$ cat src/rtl/alu_pkg.sv
// Shared definitions for the sequential ALU: opcode map, flag bit positions,
// FSM state encoding and a small opcode-classification helper.
package alu_pkg;

    typedef enum logic [2:0] {
        OP_ADD = 3'd0,
        OP_XOR = 3'd1,
        OP_AND = 3'd2,
        OP_OR  = 3'd3,
        OP_NOR = 3'd4,
        OP_SL  = 3'd5,
        OP_SR  = 3'd6,
        OP_SUB = 3'd7
    } op_e;

    typedef enum logic [1:0] {
        ST_IDLE  = 2'd0,
        ST_SHIFT = 2'd1,
        ST_RESP  = 2'd2
    } state_e;

    localparam int FLAG_N = 3;
    localparam int FLAG_Z = 2;
    localparam int FLAG_C = 1;
    localparam int FLAG_V = 0;

    // Shift opcodes take the iterative path when their amount is non-zero.
    function automatic logic is_shift(input op_e op);
        return (op == OP_SL) || (op == OP_SR);
    endfunction

endpackage

$ cat src/rtl/alu_core.sv
// Combinational single-cycle ALU ops with {N,Z,C,V} flag generation.
// SL/SR pass A through unchanged (the zero-amount shift result); non-zero
// shifts are iterated in alu_seq.
// Optional feature: define ALU_SAT_EN to saturate ADD/SUB on signed overflow.
module alu_core
    import alu_pkg::*;
#(
    parameter int WIDTH = 32
) (
    input  logic [2:0]       opcode_i,
    input  logic [WIDTH-1:0] a_i,
    input  logic [WIDTH-1:0] b_i,
    output logic [WIDTH-1:0] result_o,
    output logic [3:0]       flags_o
);

    localparam int MSB = WIDTH - 1;

    logic [WIDTH:0]   sum;
    logic [WIDTH:0]   diff;
    logic [WIDTH-1:0] res;
    logic             c;
    logic             v;

    // Operation select plus carry/overflow for the arithmetic ops.
    always_comb begin
        sum  = {1'b0, a_i} + {1'b0, b_i};
        diff = {1'b0, a_i} - {1'b0, b_i};
        res  = a_i;
        c    = 1'b0;
        v    = 1'b0;
        case (op_e'(opcode_i))
            OP_ADD: begin
                res = sum[MSB:0];
                c   = sum[WIDTH];
                v   = (a_i[MSB] == b_i[MSB]) && (res[MSB] != a_i[MSB]);
            end
            OP_SUB: begin
                res = diff[MSB:0];
                c   = ~diff[WIDTH];   // no borrow <=> A >= B unsigned
                v   = (a_i[MSB] != b_i[MSB]) && (res[MSB] != a_i[MSB]);
            end
            OP_XOR:  res = a_i ^ b_i;
            OP_AND:  res = a_i & b_i;
            OP_OR:   res = a_i | b_i;
            OP_NOR:  res = ~(a_i | b_i);
            default: res = a_i;
        endcase
`ifdef ALU_SAT_EN
        // Overflow direction follows A's sign for both ADD and SUB.
        if (v) begin
            res = a_i[MSB] ? {1'b1, {(WIDTH-1){1'b0}}} : {1'b0, {(WIDTH-1){1'b1}}};
        end
`endif
    end

    // Flags are taken from the final (possibly saturated) result.
    always_comb begin
        flags_o         = '0;
        flags_o[FLAG_N] = res[MSB];
        flags_o[FLAG_Z] = (res == '0);
        flags_o[FLAG_C] = c;
        flags_o[FLAG_V] = v;
    end

    assign result_o = res;

endmodule

$ cat src/rtl/alu_seq.sv
// Sequential ALU: valid/ready handshake on both sides, registered result and
// flags, multi-bit shifts executed one bit per cycle. One operation in flight.
// Optional feature: define ALU_SAT_EN for saturating ADD/SUB (see alu_core).
module alu_seq
    import alu_pkg::*;
#(
    parameter int WIDTH   = 32,
    localparam int SHAMT_W = $clog2(WIDTH)
) (
    input  logic             clk,
    input  logic             rst_n,
    input  logic             in_valid,
    output logic             in_ready,
    input  logic [2:0]       in_opcode,
    input  logic [WIDTH-1:0] in_a,
    input  logic [WIDTH-1:0] in_b,
    output logic             out_valid,
    input  logic             out_ready,
    output logic [WIDTH-1:0] out_result,
    output logic [3:0]       out_flags,
    output logic             busy
);

    state_e             state_q, state_d;
    logic [WIDTH-1:0]   sh_q, sh_d;
    logic [SHAMT_W-1:0] cnt_q, cnt_d;
    logic               dir_r_q, dir_r_d;
    logic [WIDTH-1:0]   res_q, res_d;
    logic [3:0]         flags_q, flags_d;

    logic [WIDTH-1:0]   core_res;
    logic [3:0]         core_flags;
    logic               accept;
    logic               start_shift;
    logic [SHAMT_W-1:0] shamt;
    logic [WIDTH-1:0]   sh_next;
    logic               sh_out;

    alu_core #(.WIDTH(WIDTH)) u_core (
        .opcode_i (in_opcode),
        .a_i      (in_a),
        .b_i      (in_b),
        .result_o (core_res),
        .flags_o  (core_flags)
    );

    assign shamt       = in_b[SHAMT_W-1:0];
    assign accept      = in_valid & in_ready;
    assign start_shift = is_shift(op_e'(in_opcode)) && (shamt != '0);

    // State register.
    always_ff @(posedge clk) begin
        if (!rst_n) state_q <= ST_IDLE;
        else        state_q <= state_d;
    end

    // Next-state logic.
    always_comb begin
        state_d = state_q;
        case (state_q)
            ST_IDLE: begin
                if (accept) state_d = start_shift ? ST_SHIFT : ST_RESP;
            end
            ST_SHIFT: begin
                if (cnt_q == SHAMT_W'(1)) state_d = ST_RESP;
            end
            ST_RESP: begin
                if (accept)         state_d = start_shift ? ST_SHIFT : ST_RESP;
                else if (out_ready) state_d = ST_IDLE;
            end
            default: state_d = ST_IDLE;
        endcase
    end

    // FSM outputs; in_ready is forced low while reset is asserted.
    always_comb begin
        in_ready  = rst_n && ((state_q == ST_IDLE) || ((state_q == ST_RESP) && out_ready));
        out_valid = (state_q == ST_RESP);
        busy      = (state_q == ST_SHIFT);
    end

    // One-bit shift step and the bit it pushes out.
    always_comb begin
        if (dir_r_q) begin
            sh_next = sh_q >> 1;
            sh_out  = sh_q[0];
        end else begin
            sh_next = sh_q << 1;
            sh_out  = sh_q[WIDTH-1];
        end
    end

    // Datapath next-state: load on accept, iterate while shifting.
    always_comb begin
        sh_d    = sh_q;
        cnt_d   = cnt_q;
        dir_r_d = dir_r_q;
        res_d   = res_q;
        flags_d = flags_q;
        if (accept) begin
            if (start_shift) begin
                sh_d    = in_a;
                cnt_d   = shamt;
                dir_r_d = (op_e'(in_opcode) == OP_SR);
            end else begin
                res_d   = core_res;
                flags_d = core_flags;
            end
        end else if (state_q == ST_SHIFT) begin
            sh_d  = sh_next;
            cnt_d = cnt_q - SHAMT_W'(1);
            if (cnt_q == SHAMT_W'(1)) begin
                res_d           = sh_next;
                flags_d         = '0;
                flags_d[FLAG_N] = sh_next[WIDTH-1];
                flags_d[FLAG_Z] = (sh_next == '0);
                flags_d[FLAG_C] = sh_out;
            end
        end
    end

    // Datapath registers; reset drops any in-flight op and clears outputs.
    always_ff @(posedge clk) begin
        if (!rst_n) begin
            sh_q    <= '0;
            cnt_q   <= '0;
            dir_r_q <= 1'b0;
            res_q   <= '0;
            flags_q <= '0;
        end else begin
            sh_q    <= sh_d;
            cnt_q   <= cnt_d;
            dir_r_q <= dir_r_d;
            res_q   <= res_d;
            flags_q <= flags_d;
        end
    end

    assign out_result = res_q;
    assign out_flags  = flags_q;

endmodule
$ cat config.mk
export PLATFORM = sky130hd
export DESIGN_NAME = alu_seq
export DESIGN_NICKNAME = d
export VERILOG_FILES = /design/src/rtl/alu_pkg.sv /design/src/rtl/alu_core.sv /design/src/rtl/alu_seq.sv
export SDC_FILE = /design/constraint.sdc
export NUM_CORES = 1
export LEC_CHECK = 0
export ABC_AREA = 1
export ABC_CLOCK_PERIOD_IN_PS = 5200
export BUFFER_PORTS_ARGS = -buffer_cell sky130_fd_sc_hd__buf_2
export CELL_PAD_IN_SITES_DETAIL_PLACEMENT = 0
export CELL_PAD_IN_SITES_GLOBAL_PLACEMENT = 1
export CORE_MARGIN = 2
export CORE_UTILIZATION = 25
export DETAILED_ROUTE_END_ITERATION = 10
export GPL_TIMING_DRIVEN = 0
export MAX_ROUTING_LAYER = met4
export PLACE_DENSITY = 0.52
export SKIP_CTS_REPAIR_TIMING = 1
export SLEW_MARGIN = 0
export SYNTH_ARGS = -nofsm -noshare
export SYNTH_HDL_FRONTEND = slang
export SYNTH_HIERARCHICAL = 1
export SYNTH_SLANG_ARGS = --single-unit
$ cat constraint.sdc
create_clock -name clk -period 5.2 [get_ports clk]
set_input_delay 1.04 -clock clk [delete_from_list [all_inputs] [get_ports clk]]
set_output_delay 1.04 -clock clk [all_outputs]
set_load 0.005 [all_outputs]
== Word-level counts from Yosys, hierarchy flattened ==
Cells that the tools add are included.

* Register bits after elaboration: 76
* Input bits: 71
* Output and inout port bits: 39

* $add $sub $neg: 3
* Eq/ne operators: 19
* Multiplexer cells: 25
* Bitwise gates (word level): 6
* Reduce and logical (&&, ||, !) cells: 18

{| class="wikitable"
|+ Operator list
! cell !! number
|-
| 32-bit 2-to-1 mux || 8
|-
| 32-bit case mux with 6 select lines || 1
|-
| 32-bit logical NOT || 2
|-
| 32-bit by 32-bit adder with 33-bit output || 1
|-
| 32-bit by 32-bit subtractor with 33-bit output || 1
|-
| 32-bit bitwise AND || 1
|-
| 32-bit inverter || 1
|-
| 32-bit bitwise OR || 1
|-
| 32-bit XOR || 1
|-
| 4-bit 2-to-1 mux || 4
|-
| 5-bit 2-to-1 mux || 3
|-
| 3-bit == test, second input constant || 4
|-
| 2-bit 2-to-1 mux || 5
|-
| 3-bit by 2-bit == test with 1-bit output, second input constant || 2
|-
| 2-bit case mux with 3 select lines || 1
|-
| 3-bit AND reduction || 2
|-
| 5-bit by 1-bit == test with 1-bit output, second input constant || 1
|-
| 1-bit logical AND || 5
|-
| 5-bit nonzero test || 1
|-
| 5-bit by 1-bit subtractor with 5-bit output, second input constant || 1
|-
| 2-bit by 1-bit inequality test with 1-bit output, second input constant || 2
|-
| 2-bit inequality test, second input constant || 2
|-
| 1-bit case mux with 2 select lines || 2
|-
| 2-bit AND reduction || 2
|-
| other kinds (13) || 17
|}

== Depth between registers and ports, before layout ==
Gate-level depths: netlist of run 1.

* Depth after elaboration: 7
* Mapped depth: 22

== Cells and area by module ==
The synthesis of run 1 kept the hierarchy.

{| class="wikitable"
|+ Modules (own cells, without submodules)
! module !! times used !! cells each !! area an instance (um^2) !! seq. area each (um^2)
|-
| alu_core || 1 || 1482 || 7284.5 || 0.0
|-
| alu_seq || 1 || 605 || 4088.9 || 1521.5
|}

== Worst setup path before layout of run 1 ==
No wires, ideal clock.

* Path type: input-to-reg
* Start point: input in_a[0]
* End point: register flags_q[2], in the netlist out_flags[2]
* Library setup time: 0.070 ns
* Data arrival time: 3.010 ns
* Data required time: 5.130 ns
* Path slack: 2.120 ns
* Cell stages on the path: 21
* Buffers on the path: 0
* Cells stage by stage: inv_1 ha_1 inv_1 fa_1 nand2_1 nand2_1 nand3_1 nand2_1 nand2_1 nand2_1 nand2_1 nand3_1 nand3_1 nand3b_1 nor2_1 nand2_1 nor2_1 nand3_1 nor2_1 a22oi_1 a21oi_1

* Longest elaborated chain between the ends: 6

{| class="wikitable"
|+ Ends and longest elaborated chain
! element !! RTL line !! source
|-
| from (decl) || alu_seq.sv:15 || <nowiki>input logic [WIDTH-1:0] in_a,</nowiki>
|-
| parallel branches: the longest is 2 deep, another holds 32-bit by 32-bit subtractor with 33-bit output || -- ||
|-
| 32-bit case mux with 6 select lines * || alu_core.sv:32 || <nowiki>case (op_e'(opcode_i))</nowiki>
|-
| 32-bit logical NOT * || alu_core.sv:61 || <nowiki>flags_o[FLAG_Z] = (res == '0);</nowiki>
|-
| named net core_flags[2] || alu_seq.sv:32 || <nowiki>logic [3:0] core_flags;</nowiki>
|-
| 4-bit 2-to-1 mux * || alu_seq.sv:101 || <nowiki>if (start_shift) begin</nowiki>
|-
| 4-bit 2-to-1 mux * || alu_seq.sv:100 || <nowiki>if (accept) begin</nowiki>
|-
| to (signal assigned) || alu_seq.sv:135 || <nowiki>flags_q <= flags_d;</nowiki>
|-
| to (decl) || alu_seq.sv:29 || <nowiki>logic [3:0] flags_q, flags_d;</nowiki>
|}

Mark *: on every way through the listed nets, which the timed path passes. The select of a mux whose other input is x is not followed.
A chain may end at the register's enable or synchronous reset.

== Worst setup path in the final report of run 1 ==
* Start point: input in_b[0]
* End point: register flags_q[2], in the netlist out_flags[2]

* Longest elaborated chain between the ends: 6

{| class="wikitable"
|+ Ends and longest elaborated chain
! element !! RTL line !! source
|-
| from (decl) || alu_seq.sv:16 || <nowiki>input logic [WIDTH-1:0] in_b,</nowiki>
|-
| parallel branches: the longest is 2 deep, another holds 32-bit by 32-bit subtractor with 33-bit output || -- ||
|-
| 32-bit case mux with 6 select lines * || alu_core.sv:32 ||
|-
| 32-bit logical NOT * || alu_core.sv:61 ||
|-
| named net core_flags[2] || alu_seq.sv:32 ||
|-
| 4-bit 2-to-1 mux * || alu_seq.sv:101 ||
|-
| 4-bit 2-to-1 mux * || alu_seq.sv:100 ||
|}

Marked as above.

==> results of run 1 <==
cells in the mapped netlist (all sizes together), types with 13 or more instances:
master,count
a211oi,17
a21oi,90
buf,77
clkbuf,13
dfxtp,76
ha,107
inv,344
nand2,717
nand3,227
nand4,31
nor2,171
nor3,27
o211a,34
o21ai,84
o21bai,14
o22ai,13
kinds of logic after synthesis:
| group | synth area share |
|---|---|
| AO/OA/AOI/OAI | 0.152 |
| XOR/XNOR | 0.00231 |
| adder cells (fa/ha/maj) | 0.121 |
| buffers and inverters | 0.155 |
| flip-flops | 0.134 |
| AND/OR/NAND/NOR | 0.436 |
worst max-delay path, cell delays in order:
cell and delay [ns]:
sky130_fd_sc_hd__buf_2 0.14, sky130_fd_sc_hd__ha_1 0.32, sky130_fd_sc_hd__inv_1 0.09, sky130_fd_sc_hd__fa_1 0.41, sky130_fd_sc_hd__inv_1 0.19, sky130_fd_sc_hd__nand3_1 0.12, sky130_fd_sc_hd__nand2_1 0.18, sky130_fd_sc_hd__nand3_1 0.15
sky130_fd_sc_hd__nand3_1 0.27, sky130_fd_sc_hd__nand2_1 0.12, sky130_fd_sc_hd__nand2_1 0.08, sky130_fd_sc_hd__nand2_1 0.04, sky130_fd_sc_hd__nand3_1 0.07, sky130_fd_sc_hd__nand3_1 0.09, sky130_fd_sc_hd__nor2_1 0.42, sky130_fd_sc_hd__nand2_1 0.11
sky130_fd_sc_hd__nor2_1 0.11, sky130_fd_sc_hd__nand3_1 0.07, sky130_fd_sc_hd__nor2_1 0.21, sky130_fd_sc_hd__a22oi_1 0.12, sky130_fd_sc_hd__a21oi_1 0.14
state kept, by name, summed over array words and instances, names as in the netlist:
signal,flops
state_q,2
sh_q,32
out_result,32
out_flags,4
cnt_q,5
dir_r_q,1
layout by cell type (no fill, tap or decap), drive strengths merged, types with 3 or more instances in the layout:
cell,synthesis,final
nand2,717,717
inv,344,344
nand3,227,227
buf,77,186
nor2,171,171
ha,107,107
a21oi,90,90
o21ai,84,84
dfxtp,76,76
o211a,34,34
nand4,31,31
nor3,27,27
clkbuf,13,24
a211oi,17,17
o21bai,14,14
o22ai,13,13
o31ai,7,7
nand3b,6,6
o311ai,5,5
nor4,4,4
and2,3,3
clkinv,2,3
final cells by class:
cell class                      count  area, sq um
Timing Repair Buffer              109          546
Inverter                          346         1300
Tap cell                          600          751
Buffer                             90          468
Clock buffer                       11          253
Fill cell                        5382        32200
Sequential cell                    76         1520
Multi-Input combinational cell   1575         8090
Clock inverter                      4         72.6
worst paths after layout:
check                                             endpoint                   from
worst max-delay path             out_flags[2]$_SDFFE_PN0P_                in_b[0]
worst min-delay path                 sh_q[19]$_SDFFE_PN0P_  sh_q[19]$_SDFFE_PN0P_
worst max register to register  out_result[2]$_SDFFE_PN0P_  cnt_q[1]$_SDFFE_PN0P_
worst min register to register       sh_q[19]$_SDFFE_PN0P_  sh_q[19]$_SDFFE_PN0P_
through the flow:
step                      area [sq um]  utilization  hold slack, ns  cells  worst slack (ns)
final                            13000        0.288           0.471   2811              1.01
after global routing             13000        0.288           0.484   2811             0.782
after CTS                        13000        0.288           0.473   2811              1.06
after detailed placement         12700        0.280           0.459   2796             0.716
after global placement           12700        0.280           0.460   2796             0.694
after floorplan                  11400            -           0.441   2087              2.12
where the power goes:
part / internal, mW / total [mW] / switching, mW
Combinational: 0.352 / 1.20 / 0.850
Sequential: 0.624 / 0.644 / 0.0200
Clock: 0.443 / 0.707 / 0.264
Total: 1.42 / 2.55 / 1.13
metal layers:
metal | up-vias | wire (um) | GRT usage
li1 | 6871 | - | -
met2 | 414 | 25500 | 0.391
met3 | 53 | 2390 | 0.0190
met1 | 6407 | 28200 | 0.343
met5 | - | 0 | -
met4 | 0 | 1210 | 0.0473
==> metrics.log, run 1 <==
[metrics] antenna violations before repair: 0
[metrics] Avg Synthesized Cell Area: 5.45 sq um
[metrics] startpoint type of the worst setup path: input port
[metrics] GRT overflow: 0
[metrics] final critical-path share of the clock period: 0.805
[metrics] clock latency on the worst-skew pair: 0.35 ns
[metrics] post-synthesis sequential area ratio: 0.134
[metrics] number of clock sinks: 76
[metrics] required time of the critical path: 5.49 ns
[metrics] crit path capture type: register
[metrics] flip-flop and latch count after synthesis: 76
[metrics] Die X-Extent: 217 um
[metrics] peak supply drop: 0.126 mV
[metrics] synthesis-to-layout area growth: 14.3%
[metrics] TritonCTS clock tree: yes
[metrics] Routed Wire Length: 57.3 mm
[metrics] RSZ-0062 raised after global routing: no
[metrics] count of flip-flops with a built-in enable after synthesis: 0
[metrics] vias in the first global route: 12,906
[metrics] cell area after synthesis: 0.0114 sq mm
[metrics] CTS clock-pin slew for the worst setup and hold paths: 0.06 ns
[metrics] Yosys top cell area share: 0.235
[metrics] worst relative slew slack: 0.408
[metrics] measured slew at the worst slew-check pin: 0.889 ns
[metrics] number of buffers on the longest clock path: 2
[metrics] I/O pins: 110
[metrics] Post-Syn Nets: 2,267
[metrics] path type of the worst min-delay path: register to register
[metrics] outcome: complete, no violations
[metrics] R2R setup slack: 3.06 ns
[metrics] post-layout minimum cycle time: 4.19 ns
[metrics] Setup CP Type: input port to register
[metrics] ys flop type: sky130_fd_sc_hd__dfxtp_1
[metrics] detailed-router iteration count before antenna repair: 7
[metrics] post-synthesis cell type count: 44
[metrics] die outline area: 0.0472 sq mm
[metrics] effective utilization at floorplan: 0.252
[metrics] FF-to-FF path depth: 9
[metrics] total of max-cap violations: 0
[metrics] core region area: 0.0452 sq mm
[metrics] buffers added on ports: 109
[metrics] Worst Clk Skew: 0.00551 ns
[metrics] number of instances in the synthesized netlist: 2,087
[metrics] H-tree depth reported by CTS: 3
[metrics] number of cells on the worst hold path: 2
[metrics] Power Total: 2.55 mW
[metrics] fraction of layout cells with a size suffix above 1: 0.100
[metrics] DPL Wire Length: 48.4 mm
[metrics] detailed-route via count: 13,745
[metrics] Cell Pwr Density: 196 mW/mm^2
[metrics] static leakage power: 7.36 nW
[metrics] Yosys warnings: 6
[metrics] TNS Setup: 0 ns
[metrics] max-slew violations: 0
[metrics] first-pass GRT wire length: 83.5 mm
[metrics] post-detailed-route count of antenna-violating nets: 0
[metrics] hold violation count in the final report: 0
[metrics] maximum operating frequency: 0.239 GHz
[metrics] fraction of registers with async set or reset after synthesis: 0
[metrics] height of the die: 217 um
[metrics] library cell occupying the most area in the post-synthesis netlist: sky130_fd_sc_hd__nand2_1
[metrics] # diodes: 0
[metrics] data arrival time of the critical path: 4.48 ns
[metrics] Via density: 4.89
[metrics] weighted congestion reported at the end of routability-driven placement: 0.961
[metrics] number of buffers created by CTS: 9
[metrics] leading cell types by total area after synthesis: sky130_fd_sc_hd__nand2_1 24%, sky130_fd_sc_hd__dfxtp_1 13%, sky130_fd_sc_hd__ha_1 12%
[metrics] layout net count: 2,387
[metrics] drt wl/cell: 20.4 um
[metrics] pin count of the biggest net entering global routing: 13
[metrics] aggregate global-route resource usage: 0.246
[metrics] number of failing setup endpoints in the final timing report: 0
[metrics] library cell used as clock root buffer: sky130_fd_sc_hd__clkbuf_16
[metrics] number of design-rule violations left by the first detailed-router iteration: 1,197
[metrics] crit-path max FO: 5
[metrics] total DRC errors in the routed layout: 0
[metrics] standard-cell row count: 78
(Power assumes the default switching activity.)
==> inputs of run 2 (changes only) <==
ABC_CLOCK_PERIOD_IN_PS = 4100   (was 5200)
clock period = 4.1 ns   (was 5.2 ns; I/O delays follow)
==> metrics.log, run 2 (synthesis gave the netlist of run 1 again) <==
[metrics] outcome: complete, no violations
[metrics] count of cell instances traversed by the critical path: 20
[metrics] first-pass GRT wire length: 83.5 mm
[metrics] Setup crit start: in_a[20]
[metrics] largest stage delay on the critical path: 0.38 ns
[metrics] total DRC errors in the routed layout: 0
[metrics] worst reg2reg endpoint: out_result[19]$_SDFFE_PN0P_
[metrics] worst hold slack: 0.473 ns
[metrics] startpoint of the most critical register-to-register path: cnt_q[1]$_SDFFE_PN0P_
[metrics] fraction of layout cells with a size suffix above 1: 0.102
[metrics] hold violation count in the final report: 0
[metrics] synthesis-to-layout area growth: 14.4%
[metrics] layout net count: 2,388
[metrics] vias in the first global route: 12,906
[metrics] highest-count cells in the layout ignoring fill and taps: 713 x sky130_fd_sc_hd__nand2_1, 336 x sky130_fd_sc_hd__inv_1, 226 x sky130_fd_sc_hd__nand3_1, 174 x sky130_fd_sc_hd__buf_2, 162 x sky130_fd_sc_hd__nor2_1
[metrics] number of failing setup endpoints in the final timing report: 0
[metrics] data arrival time of the critical path: 4.15 ns
[metrics] Die X-Extent: 217 um
[metrics] R2R setup slack: 1.96 ns
[metrics] max-slew violations: 0
[metrics] crit-path max FO: 9
[metrics] total cell area at the placement stage: 0.0127 sq mm
[metrics] CTS clock-pin slew for the worst setup and hold paths: 0.06 ns
[metrics] worst relative slew slack: 0.408
[metrics] Cell Pwr Density: 248 mW/mm^2
[metrics] library cell used as clock root buffer: sky130_fd_sc_hd__clkbuf_16
[metrics] buffers added on ports: 109
[metrics] post-detailed-route count of antenna-violating nets: 0
[metrics] height of the die: 217 um
[metrics] DPL Wire Length: 48.4 mm
[metrics] # diodes: 0
[metrics] number of design-rule violations left by the first detailed-router iteration: 1,141
[metrics] critical path buffer and inverter count: 4
[metrics] I/O pins: 110
[metrics] crit path capture type: register
[metrics] standard-cell row count: 78
[metrics] final critical-path share of the clock period: 0.944
[metrics] maximum operating frequency: 0.259 GHz
[metrics] Routed Wire Length: 57.2 mm
[metrics] slowest stage cell, crit path: sky130_fd_sc_hd__nor3_1
[metrics] TNS Setup: 0 ns
[metrics] number of buffers created by CTS: 9
[metrics] pin count of the biggest net entering global routing: 13
[metrics] number of buffers on the longest clock path: 2
[metrics] measured slew at the worst slew-check pin: 0.888 ns
[metrics] Most Frequent Cell on Critical Path: sky130_fd_sc_hd__nand3_1
[metrics] total of max-cap violations: 0
[metrics] clock latency on the worst-skew pair: 0.35 ns
[metrics] cell chain of the critical path: buf_2 -> inv_1 -> ha_1 -> buf_2 -> nand2_1 -> nor2_1 -> inv_1 -> nor3_1 -> nand3_1 -> nand3_1 -> nand2_1 -> nand3_1 -> nand3_1 -> nand2_1 -> nand2_1 -> nor2_1 -> nand3_1 -> nor2_1 -> a22oi_1 -> a21oi_1
[metrics] detailed-router iteration count before antenna repair: 6
[metrics] drt wl/cell: 20.3 um
[metrics] timing endpoint of the critical path: out_flags[2]$_SDFFE_PN0P_
[metrics] Via density: 4.88
[metrics] weighted congestion reported at the end of routability-driven placement: 0.961
[metrics] Layout fillers: 5,386
[metrics] core region area: 0.0452 sq mm
[metrics] effective utilization at floorplan: 0.252
[metrics] TritonCTS clock tree: yes
[metrics] die outline area: 0.0472 sq mm
[metrics] required time of the critical path: 4.38 ns
[metrics] aggregate global-route resource usage: 0.246
[metrics] RSZ-0062 raised after global routing: no
[metrics] detailed-route via count: 13,716
[metrics] Worst Clk Skew: 0.00518 ns
[metrics] GRT overflow: 0
[metrics] Setup CP Type: input port to register
[metrics] FF-to-FF path depth: 9
[metrics] antenna violations before repair: 0
[metrics] path type of the worst min-delay path: register to register
[metrics] peak supply drop: 0.158 mV
[metrics] H-tree depth reported by CTS: 3
[metrics] commonest non-fill, non-tap cell in the layout: sky130_fd_sc_hd__nand2_1
[metrics] post-route cell area: 0.0130 sq mm
[metrics] post-layout minimum cycle time: 3.87 ns
[metrics] final core utilization: 0.288
[metrics] number of clock sinks: 76
[metrics] kind of cell adding the most delay to the critical path: simple AND/OR/NAND/NOR gates
[metrics] static leakage power: 7.37 nW
[metrics] startpoint type of the worst setup path: input port
==> run 2: changes by cell type in the layout (fill, tap and decap cells not counted) <==
| cell | change |
|---|---|
| sky130_fd_sc_hd__ha_2 | +1 |
| sky130_fd_sc_hd__ha_1 | -1 |
| sky130_fd_sc_hd__buf_4 | +1 |
| sky130_fd_sc_hd__nor2_2 | +2 |
| sky130_fd_sc_hd__nor2_1 | -2 |
==> run 2: power breakdown <==
part,switching [mW],internal (mW),leakage [nW]
registers,0.0254,0.791,0.621
clock network,0.330,0.562,0.158
logic,1.08,0.448,6.59
==> run 2: per-stage QoR <==
stage,setup WS [ns],total power [mW],std cells
CTS,0.184,3.24,2811
detailed placement,-0.164,2.34,2796
global placement,-0.186,2.34,2796
global route,0.00492,3.46,2812
finish,0.232,3.23,2812
floorplan,1.24,1.77,2087
==> run 2: worst register-to-register path: cells and delay by family, from the launching register on <==
family	cells	cell delay, ns
buffers and inverters	2	0.47
AND/OR/NAND/NOR	5	0.96
AO/OA/AOI/OAI	1	0.15
adder cells (fa/ha/maj)	1	0.16
flip-flops	1	0.30
==> run 2: layer usage <==
layer	track usage	part of all wire
met4	0.0473	0.022
met5	-	0
met3	0.0190	0.046
met1	0.343	0.49
met2	0.391	0.45
==> run 2: area by class of cell <==
type | instances | area [sq um] | area share
Inverter | 346 | 1300 | 0.0998
Sequential cell | 76 | 1520 | 0.117
Clock inverter | 4 | 72.6 | 0.00558
Buffer | 90 | 468 | 0.0360
Clock buffer | 11 | 253 | 0.0194
Timing Repair Buffer | 110 | 553 | 0.0425
Multi-Input combinational cell | 1575 | 8090 | 0.622
Tap cell | 600 | 751 | 0.0577
==> run 2: how the worst min path moves through the flow <==
stage                                      from                     to  slack (ns)  cells after the start
after global routing      sh_q[11]$_SDFFE_PN0P_  sh_q[11]$_SDFFE_PN0P_        0.48                      2
after detailed placement   sh_q[7]$_SDFFE_PN0P_   sh_q[7]$_SDFFE_PN0P_        0.46                      2
after floorplan           sh_q[11]$_SDFFE_PN0P_  sh_q[11]$_SDFFE_PN0P_        0.44                      2
after global placement     sh_q[1]$_SDFFE_PN0P_   sh_q[1]$_SDFFE_PN0P_        0.46                      2
after CTS                  sh_q[7]$_SDFFE_PN0P_   sh_q[7]$_SDFFE_PN0P_        0.47                      2
final                     sh_q[19]$_SDFFE_PN0P_  sh_q[19]$_SDFFE_PN0P_        0.47                      2
==> inputs of run 3 (changes only) <==
SETUP_SLACK_MARGIN = 0.5   (was unset)
==> metrics.log, run 3 (synthesis gave the netlist of run 1 again) <==
[metrics] worst relative slew slack: 0.398
[metrics] crit path capture type: register
[metrics] crit path setup slack, layout: 0.639 ns
[metrics] detailed-router iteration count before antenna repair: 5
[metrics] DPL Wire Length: 48.4 mm
[metrics] cell chain of the critical path: buf_2 -> inv_1 -> ha_1 -> buf_2 -> nand2_1 -> nor2_1 -> and2_1 -> nand3_2 -> nand3_1 -> nand2_1 -> nand3_1 -> nand3_1 -> nand2_1 -> nand2_1 -> nor2_1 -> nand3_1 -> nor2_2 -> a22oi_1 -> a21oi_1
[metrics] Routed Wire Length: 57.4 mm
[metrics] worst slack, placed: -0.164 ns
[metrics] pin count of the biggest net entering global routing: 13
[metrics] TNS Setup: 0 ns
[metrics] fraction of layout cells with a size suffix above 1: 0.119
[metrics] Via density: 4.92
[metrics] TritonCTS clock tree: yes
[metrics] largest stage delay on the critical path: 0.32 ns
[metrics] startpoint type of the worst setup path: input port
[metrics] maximum operating frequency: 0.289 GHz
[metrics] aggregate global-route resource usage: 0.246
[metrics] synthesis-to-layout area growth: 15.9%
[metrics] Worst Clk Skew: 0.00753 ns
[metrics] worst reg2reg endpoint: out_result[2]$_SDFFE_PN0P_
[metrics] number of failing setup endpoints in the final timing report: 0
[metrics] final critical-path share of the clock period: 0.844
[metrics] height of the die: 217 um
[metrics] path type of the worst min-delay path: register to register
[metrics] H-tree depth reported by CTS: 3
[metrics] standard-cell row count: 78
[metrics] Setup crit start: in_a[15]
[metrics] kind of cell adding the most delay to the critical path: simple AND/OR/NAND/NOR gates
[metrics] max-slew violations: 0
[metrics] die outline area: 0.0472 sq mm
[metrics] number of design-rule violations left by the first detailed-router iteration: 1,158
[metrics] number of buffers created by CTS: 9
[metrics] timing endpoint of the critical path: out_flags[2]$_SDFFE_PN0P_
[metrics] core region area: 0.0452 sq mm
[metrics] library cell used as clock root buffer: sky130_fd_sc_hd__clkbuf_16
[metrics] buffers added on ports: 109
[metrics] clock latency on the worst-skew pair: 0.35 ns
[metrics] measured slew at the worst slew-check pin: 0.903 ns
[metrics] hold violation count in the final report: 0
[metrics] weighted congestion reported at the end of routability-driven placement: 0.961
[metrics] slowest stage cell, crit path: sky130_fd_sc_hd__nor2_1
[metrics] RSZ-0062 raised after global routing: yes
[metrics] vias in the first global route: 12,906
[metrics] total of max-cap violations: 0
[metrics] first-pass GRT wire length: 83.5 mm
[metrics] static leakage power: 7.41 nW
[metrics] highest-count cells in the layout ignoring fill and taps: 704 x sky130_fd_sc_hd__nand2_1, 333 x sky130_fd_sc_hd__inv_1, 222 x sky130_fd_sc_hd__nand3_1, 171 x sky130_fd_sc_hd__buf_2, 147 x sky130_fd_sc_hd__nor2_1
[metrics] FF-to-FF path depth: 9
[metrics] number of clock sinks: 76
[metrics] crit-path max FO: 9
[metrics] startpoint of the most critical register-to-register path: cnt_q[1]$_SDFFE_PN0P_
[metrics] peak supply drop: 0.157 mV
[metrics] post-layout minimum cycle time: 3.46 ns
[metrics] critical path buffer and inverter count: 3
[metrics] count of cell instances traversed by the critical path: 19
[metrics] number of buffers on the longest clock path: 2
[metrics] post-detailed-route count of antenna-violating nets: 0
[metrics] required time of the critical path: 4.39 ns
[metrics] layout net count: 2,390
[metrics] detailed-route via count: 13,840
[metrics] R2R setup slack: 1.98 ns
[metrics] data arrival time of the critical path: 3.75 ns
[metrics] commonest non-fill, non-tap cell in the layout: sky130_fd_sc_hd__nand2_1
[metrics] Die X-Extent: 217 um
[metrics] final core utilization: 0.292
[metrics] drt wl/cell: 20.4 um
[metrics] GRT overflow: 0
[metrics] Cell Pwr Density: 248 mW/mm^2
[metrics] total DRC errors in the routed layout: 0
[metrics] I/O pins: 110
[metrics] effective utilization at floorplan: 0.252
[metrics] antenna violations before repair: 0
[metrics] Setup CP Type: input port to register
[metrics] outcome: complete, no violations
[metrics] CTS clock-pin slew for the worst setup and hold paths: 0.06 ns
==> run 3: worst min path at each step <==
stage / startpoint / endpoint / slack (ns) / cells past startpoint
floorplan: sh_q[11]$_SDFFE_PN0P_ / sh_q[11]$_SDFFE_PN0P_ / 0.44 / 2
finish: sh_q[19]$_SDFFE_PN0P_ / sh_q[19]$_SDFFE_PN0P_ / 0.47 / 2
CTS: sh_q[7]$_SDFFE_PN0P_ / sh_q[7]$_SDFFE_PN0P_ / 0.47 / 2
global placement: sh_q[1]$_SDFFE_PN0P_ / sh_q[1]$_SDFFE_PN0P_ / 0.46 / 2
detailed placement: sh_q[7]$_SDFFE_PN0P_ / sh_q[7]$_SDFFE_PN0P_ / 0.46 / 2
global route: sh_q[11]$_SDFFE_PN0P_ / sh_q[11]$_SDFFE_PN0P_ / 0.48 / 2
==> run 3: final cells by class <==
cell class / instances / area, sq um
fillers: 5372 / 32000
multi-input cells: 1575 / 8240
flip-flops and latches: 76 / 1520
inverters: 346 / 1300
well taps: 600 / 751
repair buffers: 112 / 571
plain buffers: 90 / 473
clock buffers: 11 / 253
clock inverters: 4 / 72.6
diodes: 1 / 2.50
==> run 3: worst register-to-register path: cells and delay by family, from the launching register on <==
kind | cells | cell delay [ns]
AO/OA/AOI/OAI | 1 | 0.14
adder cells (fa/ha/maj) | 1 | 0.16
buffers and inverters | 2 | 0.48
flip-flops | 1 | 0.30
AND/OR/NAND/NOR | 5 | 0.94
==> run 3: power breakdown <==
group	internal (mW)	switching, mW
clock	0.562	0.332
combinational	0.462	1.10
sequential	0.791	0.0253
==> run 3: stage by stage <==
step / power [mW] / std cells / instance area [sq um] / hold WS (ns)
5_1_grt: 3.49 / 2814 / 13200 / 0.484
6_report: 3.27 / 2815 / 13200 / 0.472
4_1_cts: 3.24 / 2811 / 13000 / 0.473
3_3_place_gp: 2.34 / 2796 / 12700 / 0.460
3_5_place_dp: 2.34 / 2796 / 12700 / 0.459
2_1_floorplan: 1.77 / 2087 / 11400 / 0.441
==> run 3: layer usage <==
layer / vias up / track usage / routed length, um
li1: 6886 / - / -
met3: 49 / 0.0190 / 2590
met2: 403 / 0.391 / 25600
met1: 6502 / 0.343 / 27900
met5: - / - / 0
met4: 0 / 0.0473 / 1250
